$ cat src/rtl/ili_seq_ctrl_pkg.sv
// Shared definitions for the ILI9341 sequencer slice.
// Holds logic-level constants, the sequencer state encoding, the layout of
// one command-table entry and small helpers that build table entries.
package pkg_ili9341;

    localparam logic HIGH = 1'b1;
    localparam logic LOW  = 1'b0;
    localparam logic ON   = 1'b1;
    localparam logic OFF  = 1'b0;

    // Native byte width of the ILI9341 command table.
    localparam int DW_DEF = 8;
    localparam logic [DW_DEF-1:0] NO_DATA = 8'h00;

    // Bit positions inside one table entry.
    localparam int ENT_DLY = DW_DEF + 1;
    localparam int ENT_DC  = DW_DEF;

    typedef enum logic [3:0] {
        IDLE      = 4'd0,
        RST_HI    = 4'd1,
        RST_LO    = 4'd2,
        RST_REL   = 4'd3,
        FETCH     = 4'd4,
        DECODE    = 4'd5,
        ISSUE     = 4'd6,
        WAIT_SENT = 4'd7,
        GAP       = 4'd8,
        DELAY     = 4'd9,
        FINISH    = 4'd10
    } seq_state_t;

    typedef struct packed {
        logic              dly;
        logic              dc;
        logic [DW_DEF-1:0] dat;
    } ili_entry_t;

    function automatic ili_entry_t ent_cmd(input logic [DW_DEF-1:0] b);
        return '{dly: 1'b0, dc: 1'b0, dat: b};
    endfunction

    function automatic ili_entry_t ent_dat(input logic [DW_DEF-1:0] b);
        return '{dly: 1'b0, dc: 1'b1, dat: b};
    endfunction

    // Delay marker: dat carries the tick count, dc is don't-care.
    function automatic ili_entry_t ent_dly(input logic [DW_DEF-1:0] ticks);
        return '{dly: 1'b1, dc: 1'b0, dat: ticks};
    endfunction

endpackage

$ cat src/rtl/ili_seq_ctrl.sv
// Table-driven ILI9341 power-up / command sequencer.
// Ports: clk, rst (async active-low), start (begin when idle), sent (byte
// shifted out), rom_addr/rom_data (external sync ROM, 1-cycle latency),
// cs/dc/reset/data/send towards panel and serializer, busy/done status.
module ili_seq_ctrl
    import pkg_ili9341::*;
#(
    parameter  int DW        = 8,
    parameter  int N_ENTRIES = 47,
    parameter  int RST_CYC   = 15,
    parameter  int GAP_CYC   = 8,
    parameter  int DLY_UNIT  = 1000,
    localparam int AW        = (N_ENTRIES > 1) ? $clog2(N_ENTRIES) : 1
) (
    input  logic          clk,
    input  logic          rst,
    input  logic          start,
    input  logic          sent,
    output logic [AW-1:0] rom_addr,
    input  logic [DW+1:0] rom_data,
    output logic          cs,
    output logic          dc,
    output logic          reset,
    output logic [DW-1:0] data,
    output logic          send,
    output logic          busy,
    output logic          done
);

    // Wide enough for the largest tick count times the tick length.
    localparam int DCW  = $clog2((2**DW - 1) * DLY_UNIT + 1);
    localparam int CMAX = (RST_CYC > GAP_CYC) ? RST_CYC : GAP_CYC;
    localparam int CW   = $clog2(CMAX + 1);

    localparam logic [AW-1:0]  LAST     = AW'(N_ENTRIES - 1);
    localparam logic [CW-1:0]  RST_LAST = CW'(RST_CYC - 1);
    localparam logic [CW-1:0]  GAP_LAST = CW'(GAP_CYC - 1);
    localparam logic [DCW-1:0] UNIT     = DCW'(DLY_UNIT);

    seq_state_t     state_r;
    logic [CW-1:0]  cnt_r;
    logic [DCW-1:0] dcnt_r;
    logic [AW-1:0]  rom_addr_r;
    logic           cs_r, dc_r, reset_r, send_r, busy_r, done_r;
    logic [DW-1:0]  data_r;

    logic           ent_dly_s, ent_dc_s, adv_s, last_s;
    logic [DW-1:0]  ent_val_s;
    logic [DCW-1:0] ticks_s;

    assign ent_dly_s = rom_data[DW+1];
    assign ent_dc_s  = rom_data[DW];
    assign ent_val_s = rom_data[DW-1:0];
    assign ticks_s   = DCW'(ent_val_s) * UNIT;
    assign last_s    = (rom_addr_r == LAST);

    // Current entry is finished: zero-tick delay, end of gap or end of delay.
    assign adv_s = ((state_r == DECODE) && ent_dly_s && (ent_val_s == {DW{1'b0}}))
                || ((state_r == GAP) && (cnt_r == GAP_LAST))
                || ((state_r == DELAY) && (dcnt_r == DCW'(1)));

    assign rom_addr = rom_addr_r;
    assign cs       = cs_r;
    assign dc       = dc_r;
    assign reset    = reset_r;
    assign data     = data_r;
    assign send     = send_r;
    assign busy     = busy_r;
    assign done     = done_r;

    // Sequencer FSM; outputs are set on entry to the state that owns them.
    always_ff @(posedge clk or negedge rst) begin
        if (!rst) begin
            state_r    <= IDLE;
            cnt_r      <= {CW{1'b0}};
            dcnt_r     <= {DCW{1'b0}};
            rom_addr_r <= {AW{1'b0}};
            cs_r       <= HIGH;
            dc_r       <= HIGH;
            reset_r    <= HIGH;
            data_r     <= DW'(NO_DATA);
            send_r     <= LOW;
            busy_r     <= OFF;
            done_r     <= OFF;
        end else if (adv_s) begin
            if (last_s) begin
                state_r    <= FINISH;
                cs_r       <= HIGH;
                busy_r     <= OFF;
                done_r     <= ON;
                rom_addr_r <= {AW{1'b0}};
            end else begin
                state_r    <= FETCH;
                rom_addr_r <= rom_addr_r + AW'(1);
            end
        end else begin
            case (state_r)
                IDLE: begin
                    if (start) begin
                        state_r    <= RST_HI;
                        busy_r     <= ON;
                        done_r     <= OFF;
                        rom_addr_r <= {AW{1'b0}};
                        cnt_r      <= {CW{1'b0}};
                    end
                end
                RST_HI: begin
                    if (cnt_r == RST_LAST) begin
                        cnt_r   <= {CW{1'b0}};
                        reset_r <= LOW;
                        state_r <= RST_LO;
                    end else begin
                        cnt_r <= cnt_r + CW'(1);
                    end
                end
                RST_LO: begin
                    if (cnt_r == RST_LAST) begin
                        cnt_r   <= {CW{1'b0}};
                        reset_r <= HIGH;
                        state_r <= RST_REL;
                    end else begin
                        cnt_r <= cnt_r + CW'(1);
                    end
                end
                RST_REL: begin
                    if (cnt_r == RST_LAST) begin
                        cnt_r   <= {CW{1'b0}};
                        cs_r    <= LOW;
                        state_r <= FETCH;
                    end else begin
                        cnt_r <= cnt_r + CW'(1);
                    end
                end
                FETCH: state_r <= DECODE;
                DECODE: begin
                    // Zero-tick delays never reach here; adv_s takes them.
                    if (ent_dly_s) begin
                        dcnt_r  <= ticks_s;
                        state_r <= DELAY;
                    end else begin
                        data_r  <= ent_val_s;
                        dc_r    <= ent_dc_s;
                        send_r  <= HIGH;
                        state_r <= ISSUE;
                    end
                end
                ISSUE: begin
                    send_r  <= LOW;
                    state_r <= WAIT_SENT;
                end
                WAIT_SENT: begin
                    if (sent) begin
                        cnt_r   <= {CW{1'b0}};
                        state_r <= GAP;
                    end
                end
                GAP:    cnt_r  <= cnt_r + CW'(1);
                DELAY:  dcnt_r <= dcnt_r - DCW'(1);
                FINISH: state_r <= IDLE;
                default: state_r <= IDLE;
            endcase
        end
    end

endmodule

$ cat config.mk
export PLATFORM = sky130hd
export DESIGN_NAME = ili_seq_ctrl
export DESIGN_NICKNAME = d
export VERILOG_FILES = /design/src/rtl/ili_seq_ctrl_pkg.sv /design/src/rtl/ili_seq_ctrl.sv
export SDC_FILE = /design/constraint.sdc
export NUM_CORES = 1
export LEC_CHECK = 0
export CAP_MARGIN = 25
export CORE_MARGIN = 10
export CORE_UTILIZATION = 54
export DETAILED_ROUTE_END_ITERATION = 10
export PLACE_DENSITY_LB_ADDON = 0.08
export SYNTH_ARGS = -nofsm -noshare
export SYNTH_HDL_FRONTEND = slang
export SYNTH_SLANG_ARGS = --single-unit
$ cat constraint.sdc
create_clock -name clk -period 2.62 [get_ports clk]
set_input_delay 0.262 -clock clk [delete_from_list [all_inputs] [get_ports clk]]
set_output_delay 0.262 -clock clk [all_outputs]
set_load 0.1 [all_outputs]
# [Word-level counts from Yosys, hierarchy flattened]
# Index checks and enable logic that the tools add are counted.
# Widths: inputs -> output; s select.
[op_classes] add_sub_neg=3 n_mul=1 eq_ne=26 n_mux=34 bitwise=2 reduce_logical=27
[op_table] operator="$mux 4" count=11
[op_table] operator="$pmux 18 s2" count=1
[op_table] operator="$pmux 4 s9" count=1
[op_table] operator="$mux 6" count=4
[op_table] operator="$eq 4x3->1 const B" count=5
[op_table] operator="$eq 18x1->1 const B" count=1
[op_table] operator="$mux 18" count=1
[op_table] operator="$sub 18x1->18 const B" count=1
[op_table] operator="$pmux 4 s4" count=1
[op_table] operator="$mul 8x7->15 const B" count=1
[op_table] operator="$ne 3x3->1 const B" count=5
[op_table] operator="$reduce_and 3->1" count=5
[op_table] operator="$reduce_bool 2->1" count=7
[op_table] operator="$mux 1" count=13
[op_table] operator="$eq 4x4->1 const B" count=3
[op_table] operator="$ne 2x2->1 const B" count=6
[op_table] operator="$eq 4x2->1 const B" count=2
[op_table] operator="$logic_not 8->1" count=1
[op_table] operator="$reduce_and 4->1" count=2
[op_table] operator="$add 6x1->6 const B" count=1
[op_table] operator="$eq 6x6->1 const B" count=1
[op_table] operator="$reduce_and 6->1" count=1
[op_table] operator="$add 4x1->4 const B" count=1
[op_table] operator="$eq 4x1->1 const B" count=1
[op_table] operator="other kinds (10)" count=17
[word_totals] register_bits=46 input_bits=14 output_inout_bits=20

# [Longest topological paths before layout]
[depth] ltp_word=7 mapped_depth=14 depth_no_buf=14

# [Worst setup path after synthesis]
# No wires, ideal clock.
[synth_timing] path_type="input to register" startpoint="input rom_data[1]" endpoint="register dcnt_r[17]" setup_ps=95 arrival_time_ps=3822 t_required_ps=2525 slack_ps=-1297 cell_stages=13 path_buffers=0 cell_sequence="fa_1 inv_1 fa_1 fa_1 fa_1 inv_1 ha_1 a21oi_1 o21ai_0 o2111a_1 o41ai_1 xnor2_1 o31ai_1"
[synth_between] elab_chain_cells=6 elab_cells_between_ends=9 cone_classes="mul: 1; mux: 2; bitwise: 1; reduce/logical: 5"
[synth_rtl] item="start: declaration" line_no="ili_seq_ctrl.sv:20" rtl="input logic [DW+1:0] rom_data,"
[synth_rtl] item="branches (longest 6 deep; another with $mul 8x7->15)"
[synth_rtl] item="end signal: assignment" line_no="ili_seq_ctrl.sv:76" rtl="dcnt_r <= {DCW{1'b0}};"
[synth_rtl] item="end signal: assignment" line_no="ili_seq_ctrl.sv:138" rtl="dcnt_r <= ticks_s;"
[synth_rtl] item="end signal: assignment" line_no="ili_seq_ctrl.sv:158" rtl="DELAY: dcnt_r <= dcnt_r - DCW'(1);"
[synth_rtl] item="end: declaration" line_no="ili_seq_ctrl.sv:42" rtl="logic [DCW-1:0] dcnt_r;"
# Parallel ways; which one is timed is not known. The select of a mux whose other input is x is not followed.
# A chain may end at the register's enable or synchronous reset.

# [Worst setup path in the final report]
[layout_timing] startpoint="input rom_data[1]" endpoint="register dcnt_r[16]"
# Same word-level chain as after synthesis.

==> flow_summary.yaml <==
setup_path:
  crit_path_frequent_cell: "fa_1"
  cp_cell_sequence: "buf_8, fa_1, inv_2, fa_1, fa_1, fa_1, inv_2, ha_4, buf_6, o21ai_4, nor2_4, o21ai_2, o21a_1, xnor2_2, a221o_1"
  crit_path_start_kind: "input pin"
  cp_top_family: "adder cells"
  path_buf_inv: 4
  critPathMaxStageDelay_ns: 0.55
  cp_max_fo: 3
  end_kind: "flip-flop"
  required_ns: 2.84
  critical_path_class: "input pin to flip-flop"
  crit_slowest_cell: "fa_1"
  cp.arrival_ns: 3.94
sta:
  relSlewSlack: 0.563
  finClkSkew_ns: 0.0168
  hold_ws_ns: 0.290
  finalWorstSetupSlack_ns: -1.10
  hold_viol: 0
  post-route-period-util: 1.42
  period_minus_slack_ns: 3.72
  drv_slew: 0
  worst_pin_slew_ns: 0.655
  rsz0062_at_grt: "yes"
  fmax_ghz: 0.269
  setup_viol: 16
route:
  ant_nets: 0
  wl_per_cell_um: 18.3
  viasPerCell: 5.95
  drt-total-wl_um: 12300
  first_iter_violations: 200
  route.detailed.drc: 0
  dr.pass1.iters: 5
  vias: 4001
final_layout:
  multiInputGateArea_um2: 3090
  drive_gt1_frac: 0.346
  antennaDiodeCount: 0
  area_growth_pct: 39.3
  layout_common_cells: "buf_4 (97), dfrtp_1 (43), o21ai_0 (37)"
  seq_area_um2: 1150
  final_util: 0.774
  final_common_cell: "buf_4"
  num-nets-final: 656
  fill_cells: 512
yosys:
  syn_avg_cell_area_um2: 8.83
  ys_seq_elements: 46
  synthArstFlopShare: 1.00
  synth_top_flop_cell: "dfrtp_1"
  syn_inst: 459
  syn-num-nets: 543
  netlist_area_um2: 4050
  ys_types: 51
  ys_seq_area_frac: 0.285
  synth_edf_count: 0
  yosysWarnings: 0
clock_network:
  clk_latency_ns: 0.32
  cts_sinks: 46
  cts_root_buffer: "clkbuf_8"
  cts_buffers: 5
  tritoncts: "yes"
  clockBufferDepth: 2
  path_clk_slew_ns: 0.11
  ctsHtreeMaxLevel: 2
flow_run:
  cap_violations: 0
die:
  rows: 31
  core_um2: 7290
  start_util: 0.556
  ioPinCount: 34
  die_w_um: 107
  die_area_um2: 11400
  die_h_um: 107
worst_hold_path:
  hold_class: "input pin to flip-flop"
place:
  io_buffers: 33
  globalplace.congestion: 0.929
  pre_cts_ws_ns: -1.83
  dpl.hpwl_um: 7780
power_and_ir_drop:
  power_density_nw_per_um2: 1070
  vdd_drop_max_v: 0.00110
  finalPower_w: 0.00606
  p_leak_nw: 2.61
grt:
  overflow: 0
  grtUsageTotal: 0.200
  grt_max_degree: 29
  antenna_found_initial: 0
  grt_first_pass_wirelength_um: 18900
  grt_pass1_vias: 4085
run_status:
  status: "complete, but fails checks"
  violations: "negative setup slack"
## tightest hold or removal path: stages
cell and delay, ns:
clkbuf_2 0.10, inv_2 0.11, o21ai_0 0.10
## stage by stage
stage	cells	instance area, µm²	setup TNS (ns)
after floorplan	459	4160	-7.07
after global routing	672	5650	-10.54
after global placement	640	4970	-17.78
after detailed placement	640	4970	-18.87
after CTS	660	5350	-8.13
final	672	5650	-8.86
## path summary, 6_finish.rpt
kind,start,to,slack (ns),cells after the start
worst max register to register,dcnt_r[10]$_DFFE_PN0P_,dcnt_r[13]$_DFFE_PN0P_,-0.08,6
worst min register to register,data[5]$_DFFE_PN0P_,data[5]$_DFFE_PN0P_,0.49,2
min in group asynchronous,rst,data[0]$_DFFE_PN0P_,0.36,2
worst max-delay path,rom_data[1],dcnt_r[16]$_DFFE_PN0P_,-1.10,15
worst min-delay path,rom_data[4],data[4]$_DFFE_PN0P_,0.29,3
max in group asynchronous,rst,cs$_DFFE_PN1P_,1.63,3
## logic make-up (layout without fill, tap and decap cells)
logic type | after synthesis | after routing | share of synthesized area
AOI/OAI and AO/OA | 129 | 129 | 0.194
xor gates and xnor gates | 11 | 11 | 0.0238
adders and majority gates | 70 | 70 | 0.255
buffers and inverters | 60 | 173 | 0.0599
DFF | 46 | 46 | 0.285
muxes | 3 | 3 | 0.00803
and+or+nand+nor | 140 | 141 | 0.174
## routing by layer
| metal | routed length, µm | vias up | track usage |
|---|---|---|---|
| li1 | - | 1843 | - |
| met1 | 4810 | 1938 | 0.226 |
| met2 | 6430 | 163 | 0.367 |
| met3 | 566 | 57 | 0.0317 |
| met4 | 487 | 0 | 0.0774 |
| met5 | 0 | - | 0 |
## cell usage after synthesis, types with 3 or more instances
cell type | number | share of area
a21oi_1 | 28 | 0.035
a31oi_1 | 4 | 0.0062
nand3_1 | 21 | 0.026
nor4_1 | 4 | 0.0062
nor2_1 | 28 | 0.026
nand4_1 | 3 | 0.0046
or4_1 | 3 | 0.0056
xnor2_1 | 9 | 0.019
nor3_1 | 14 | 0.017
o31ai_1 | 5 | 0.0093
ha_1 | 49 | 0.15
clkbuf_1 | 13 | 0.012
inv_1 | 43 | 0.040
nand2b_1 | 6 | 0.0093
or3_1 | 8 | 0.012
nor2b_1 | 9 | 0.014
nand2_1 | 34 | 0.032
dfstp_2 | 3 | 0.019
o21ai_0 | 53 | 0.065
a22oi_1 | 4 | 0.0074
dfrtp_1 | 43 | 0.27
a211oi_1 | 4 | 0.0074
fa_1 | 21 | 0.10
a21o_1 | 11 | 0.020
## power breakdown
group	internal, W	switching (W)
registers	0.000936	0.000183
logic	0.00199	0.00247
clock network	0.000192	0.000291
## cell type report
cell class / instances / share of cell area
inverters: 43 / 0.0299
flip-flops and latches: 46 / 0.205
clock inverters: 3 / 0.00421
well taps: 99 / 0.0219
clock buffers: 5 / 0.0122
repair buffers: 122 / 0.180
multi-input cells: 354 / 0.547
## timing repair
item                                    4_1_cts  5_1_grt
hold buffers                                  1        0
hold endpoints to repair                     11        0
endpoints found under the setup margin       19       22
pin swaps                                    44       39
gates cloned                                  0        2
buffers inserted                             11       13
resized for setup                            69       47
## state kept, by name, indices dropped and copies added (netlist names)
signal / flops
dcnt_r: 18
data: 8
rom_addr: 6
cnt_r: 4
state_r: 4
busy: 1
cs: 1
dc: 1
done: 1
reset: 1
send: 1
No activity file was read; power rests on OpenSTA's default activity.
